File: src/rtl/clk_rst_seq.sv
// Staged reset sequencer. It qualifies the clock generator's lock flag, then
// releases the reset outputs one stage at a time and raises ready.
module clk_rst_seq #(
  parameter int NUM_STAGES  = 3,
  parameter int LOCK_STABLE = 16,
  parameter int STAGE_GAP   = 8
) (
  input  logic                  clk,
  input  logic                  rst,
  input  logic                  locked,
  input  logic                  soft_rst_req,
  output logic [NUM_STAGES-1:0] rst_out,
  output logic                  ready,
  output logic [7:0]            lock_loss_cnt,
  output logic [1:0]            state
);

  localparam int SW = (LOCK_STABLE > 1) ? $clog2(LOCK_STABLE) : 1;
  localparam int GW = (STAGE_GAP > 1) ? $clog2(STAGE_GAP) : 1;
  localparam int IW = (NUM_STAGES > 1) ? $clog2(NUM_STAGES) : 1;

  typedef enum logic [1:0] {
    WAIT_LOCK = 2'd0,
    RELEASE   = 2'd1,
    RUN       = 2'd2
  } state_t;

  state_t                state_q, state_d;
  logic                  sync_q1, locked_s;
  logic [SW-1:0]         stable_q, stable_d;
  logic [GW-1:0]         gap_q, gap_d;
  logic [IW-1:0]         idx_q, idx_d;
  logic [NUM_STAGES-1:0] rst_out_d;
  logic                  ready_d;
  logic [7:0]            cnt_d;

  // locked is asynchronous to clk, so only locked_s is used past this point
  always_ff @(posedge clk) begin
    if (rst) begin
      sync_q1  <= 1'b0;
      locked_s <= 1'b0;
    end else begin
      sync_q1  <= locked;
      locked_s <= sync_q1;
    end
  end

  always_ff @(posedge clk) begin
    if (rst) state_q <= WAIT_LOCK;
    else     state_q <= state_d;
  end

  always_ff @(posedge clk) begin
    if (rst) begin
      stable_q      <= '0;
      gap_q         <= '0;
      idx_q         <= '0;
      rst_out       <= '1;
      ready         <= 1'b0;
      lock_loss_cnt <= 8'd0;
    end else begin
      stable_q      <= stable_d;
      gap_q         <= gap_d;
      idx_q         <= idx_d;
      rst_out       <= rst_out_d;
      ready         <= ready_d;
      lock_loss_cnt <= cnt_d;
    end
  end

  // Stages drop low-bit first, so each release is a left shift of rst_out;
  // idx_q holds the bit that the next release will drop.
  always_comb begin
    state_d   = state_q;
    stable_d  = stable_q;
    gap_d     = gap_q;
    idx_d     = idx_q;
    rst_out_d = rst_out;
    ready_d   = ready;
    cnt_d     = lock_loss_cnt;
    case (state_q)
      WAIT_LOCK: begin
        if (!locked_s || soft_rst_req) begin
          stable_d = '0;
        end else if (stable_q == SW'(LOCK_STABLE - 1)) begin
          stable_d  = '0;
          gap_d     = '0;
          idx_d     = IW'(1);
          rst_out_d = rst_out << 1;
          if (NUM_STAGES == 1) begin
            ready_d = 1'b1;
            state_d = RUN;
          end else begin
            state_d = RELEASE;
          end
        end else begin
          stable_d = stable_q + 1'b1;
        end
      end
      RELEASE, RUN: begin
        if (!locked_s || soft_rst_req) begin
          state_d   = WAIT_LOCK;
          stable_d  = '0;
          gap_d     = '0;
          idx_d     = '0;
          rst_out_d = '1;
          ready_d   = 1'b0;
          if (!locked_s && lock_loss_cnt != 8'hFF) cnt_d = lock_loss_cnt + 8'd1;
        end else if (state_q == RELEASE) begin
          if (gap_q == GW'(STAGE_GAP - 1)) begin
            gap_d     = '0;
            rst_out_d = rst_out << 1;
            idx_d     = idx_q + 1'b1;
            if (idx_q == IW'(NUM_STAGES - 1)) begin
              ready_d = 1'b1;
              state_d = RUN;
            end
          end else begin
            gap_d = gap_q + 1'b1;
          end
        end
      end
      default: state_d = WAIT_LOCK;
    endcase
  end

  assign state = state_q;

endmodule

File: config.mk
export PLATFORM = sky130hd
export DESIGN_NAME = clk_rst_seq
export DESIGN_NICKNAME = d
export VERILOG_FILES = /design/src/rtl/clk_rst_seq.sv
export SDC_FILE = /design/constraint.sdc
export NUM_CORES = 1
export LEC_CHECK = 0
export ABC_AREA = 0
export CAP_MARGIN = 5
export CORE_MARGIN = 8
export CORE_UTILIZATION = 35
export CTS_CLUSTER_DIAMETER = 40
export CTS_CLUSTER_SIZE = 14
export DETAILED_ROUTE_END_ITERATION = 8
export GPL_ROUTABILITY_DRIVEN = 0
export SKIP_CTS_REPAIR_TIMING = 1
export SYNTH_ARGS = -nofsm -noshare
export SYNTH_HDL_FRONTEND = slang
export SYNTH_SLANG_ARGS = --single-unit
File: constraint.sdc
create_clock -name clk -period 2.46 [get_ports clk]
set_clock_uncertainty 0.1 [all_clocks]
set_input_delay 0.492 -clock clk [delete_from_list [all_inputs] [get_ports clk]]
set_output_delay 0.492 -clock clk [all_outputs]
set_load 0.02 [all_outputs]
==> reports/qor.json <==
{
  "logic_synthesis": {
    "ys_seq_elements": 25,
    "synth_edf_count": 0,
    "synth_nets": 155,
    "synthesis.instances": 143,
    "ys_dominant_reg_cell": "sky130_fd_sc_hd__dfxtp_1",
    "warning_count_from_the_yosys_run": 0,
    "synth-async-reset-ratio_pct": 0,
    "synthesized_area_um2": 1290,
    "synth_sequential_area_ratio_pct": 38.6,
    "post_synth.cell_area_avg_um2": 9.06,
    "synthDistinctLibCells": 41
  },
  "worst_hold_path": {
    "worst_hold_path_type": "flip-flop to flip-flop",
    "min_to": "locked_s",
    "hold_depth": 1,
    "worst_hold_startpoint": "sync_q1"
  },
  "clock_tree": {
    "cts.root.buffer_cell": "sky130_fd_sc_hd__clkbuf_8",
    "insertion_delay_ns": 0.27,
    "clock-sinks": 25,
    "cts_tree": "built",
    "cts_clock_pin_slew_for_the_worst_setup_and_hold_paths_ns": 0.09,
    "total_cts_buffers": 3,
    "htreeDepth": 1,
    "cts.path.max_buffers": 2
  },
  "layout": {
    "final_nets": 176,
    "final_cell_count_without_fillers": 211,
    "insertedDiodeCount": 0,
    "drive_above_1_share_pct": 8.59,
    "layout-area-overhead-vs-synth_pct": 20.0
  },
  "power": {
    "share_seq_of_total_power_pct": 60.5,
    "leakage_nw": 0.566,
    "power.switching_fraction_pct": 21.7,
    "power.density_cell_area_nw_per_um2": 433,
    "power_frac_clock_pct": 36.8,
    "internal_power_uw": 527,
    "p_sw_uw": 146,
    "combinationalPowerShare_pct": 2.8,
    "vdd_ir_drop_max_v": 0.000177,
    "total_power_uw": 674
  },
  "route": {
    "remaining_drc_errors": 0,
    "vias": 1123,
    "final_antenna_net_count": 0,
    "detail_route.wl_per_cell_um": 13.3,
    "vias_per_cell": 5.32,
    "drtPass1Iterations": 4,
    "dr.first_iter.drc_count": 57,
    "postRouteWirelength_mm": 2.81
  },
  "critical_path": {
    "critPathCaptureType": "flip-flop",
    "worst-endpoint-arrival_ns": 2.14,
    "r2r_start": "state[0]",
    "reg2reg_end": "gap_q[2]",
    "worst-setup-path-type": "flip-flop to flip-flop",
    "top_fanout_value_on_the_critical_path": 6,
    "cp_data_required_time_ns": 2.54,
    "reg2reg_setup_slack_ns": 0.40,
    "cp-start-kind": "flip-flop",
    "reg2regPathDepth": 6
  },
  "die": {
    "design.die.area_um2": 5900,
    "starting_density_of_the_core_pct": 35.9,
    "dieHeight_um": 76.8,
    "core.rowCount": 22,
    "design.portCount": 18,
    "fp.coreArea_um2": 3610,
    "floorplan.die.width_um": 76.8
  },
  "sta": {
    "whs_ns": 0.341,
    "finalSetupTns_ns": 0,
    "max_freq_mhz": 484,
    "min_cycle_time_layout_ns": 2.06,
    "maxSlewHeadroom_pct": 66.8,
    "timing_hold_violations_final": 0,
    "unrepaired_setup_endpoints_after_global_routing": "no",
    "worst_pin_slew_ns": 0.496,
    "final_max_slew_viol_count": 0,
    "setup-violations-final": 0,
    "timing.final.crit_share_pct": 83.9
  },
  "placement": {
    "placement.io_buffers": 17,
    "dp_hpwl_mm": 2.07,
    "place_inst": 207
  },
  "global_routing": {
    "grt_pass1_wl_mm": 5.08,
    "antenna_violations_before_repair": 0,
    "grt_resource_usage_total_pct": 10.1,
    "grt_max_degree": 19,
    "globalRouteOverflowTotal": 0,
    "grt_pass1_vias": 1152
  },
  "run_status": {
    "outcome": "finished clean"
  },
  "run": {
    "timing.max_cap.violations": 0
  }
}
[sequential cells by signal, summed over array words and instances (netlist names)]
name	count
sync_q1	1
state	2
ready	1
stable_q	4
idx_q	2
lock_loss_cnt	8
locked_s	1
gap_q	3
rst_out	3
[worst max-delay path by stage]
stage                     slack (ns)    endpoint    startpoint  cells after the start
final                           0.40    gap_q[2]      state[0]                      6
after global placement          0.14  rst_out[0]  soft_rst_req                      5
after CTS                       0.38    gap_q[2]      state[0]                      6
after floorplan                 0.32  rst_out[0]      state[0]                      7
after detailed placement        0.12  rst_out[0]  soft_rst_req                      5
after global routing            0.23    gap_q[1]      state[0]                      6
[synth_stat cells (2+ instances only)]
cell type | n | area share (%)
sky130_fd_sc_hd__a21oi_1 | 12 | 4.6
sky130_fd_sc_hd__and2_1 | 2 | 0.97
sky130_fd_sc_hd__buf_4 | 2 | 1.2
sky130_fd_sc_hd__buf_6 | 2 | 1.7
sky130_fd_sc_hd__dfxtp_1 | 25 | 39
sky130_fd_sc_hd__ha_1 | 8 | 7.7
sky130_fd_sc_hd__inv_1 | 8 | 2.3
sky130_fd_sc_hd__mux2i_1 | 4 | 3.1
sky130_fd_sc_hd__nand2_1 | 4 | 1.2
sky130_fd_sc_hd__nand2b_1 | 2 | 0.97
sky130_fd_sc_hd__nand3_1 | 7 | 2.7
sky130_fd_sc_hd__nand4_1 | 4 | 1.9
sky130_fd_sc_hd__nand4b_1 | 3 | 2.0
sky130_fd_sc_hd__nor2_1 | 10 | 2.9
sky130_fd_sc_hd__nor2b_1 | 5 | 2.4
sky130_fd_sc_hd__nor3_1 | 3 | 1.2
sky130_fd_sc_hd__o21ai_0 | 6 | 2.3
sky130_fd_sc_hd__o311ai_0 | 3 | 2.0
sky130_fd_sc_hd__o31ai_1 | 3 | 1.7
sky130_fd_sc_hd__o41ai_1 | 2 | 1.4
sky130_fd_sc_hd__or3_1 | 4 | 1.9
sky130_fd_sc_hd__or4_1 | 3 | 1.7
sky130_fd_sc_hd__xor2_1 | 3 | 2.0
[power groups by stage]
stage,Combinational [mW],Clock [mW],Sequential (mW)
after floorplan,0.0133,0,0.416
after global placement,0.0182,0,0.417
after detailed placement,0.0185,0,0.417
after CTS,0.0185,0.260,0.407
after global routing,0.0205,0.272,0.408
final,0.0186,0.248,0.407
[worst max-delay path, stage by stage (launching register included)]
cell and delay (ns):
sky130_fd_sc_hd__dfxtp_1 0.40, sky130_fd_sc_hd__inv_1 0.08, sky130_fd_sc_hd__ha_1 0.38, sky130_fd_sc_hd__nand3b_1 0.20, sky130_fd_sc_hd__nor2_1 0.11, sky130_fd_sc_hd__or3_2 0.45, sky130_fd_sc_hd__o41ai_1 0.24
[layout by cell type (no fill, tap or decap), types with 5 or more instances in the layout]
master	instances
sky130_fd_sc_hd__nand3_1	7
sky130_fd_sc_hd__buf_4	5
sky130_fd_sc_hd__dfxtp_1	25
sky130_fd_sc_hd__o21ai_0	6
sky130_fd_sc_hd__clkdlybuf4s50_1	17
sky130_fd_sc_hd__inv_1	8
sky130_fd_sc_hd__a21oi_1	12
sky130_fd_sc_hd__nor2_1	10
sky130_fd_sc_hd__ha_1	8
sky130_fd_sc_hd__nor2b_1	5
[area by class of cell]
type | count | area [um2]
repair buffers | 22 | 208
fillers | 357 | 2050
multi-input cells | 104 | 709
flip-flops and latches | 25 | 500
clock inverters | 1 | 5.00
well taps | 48 | 60.1
clock buffers | 3 | 41.3
inverters | 8 | 30.0
[stage by stage]
step | util, % | setup slack, ns | cell area (um2)
2_1_floorplan | - | 0.319 | 1290
3_3_place_gp | 41.8 | 0.142 | 1510
3_5_place_dp | 41.8 | 0.122 | 1510
4_1_cts | 43.1 | 0.381 | 1550
5_1_grt | 43.1 | 0.230 | 1550
6_report | 43.1 | 0.395 | 1550
[cell families after synthesis]
family	share of synthesized area [%]
mux	3.96
buf+inv	6.57
simple gates	24.1
flops	38.6
xor+xnor	2.03
fa+ha+maj	7.73
compound gates	17.0
[metal layers]
metal	track usage [%]	vias to the layer above	wire [um]
li1	-	566	-
met1	11.2	534	1320
met2	17.3	21	1290
met3	3.85	2	192
met4	3.46	0	14
met5	0	-	0
(Power assumes the default switching activity.)
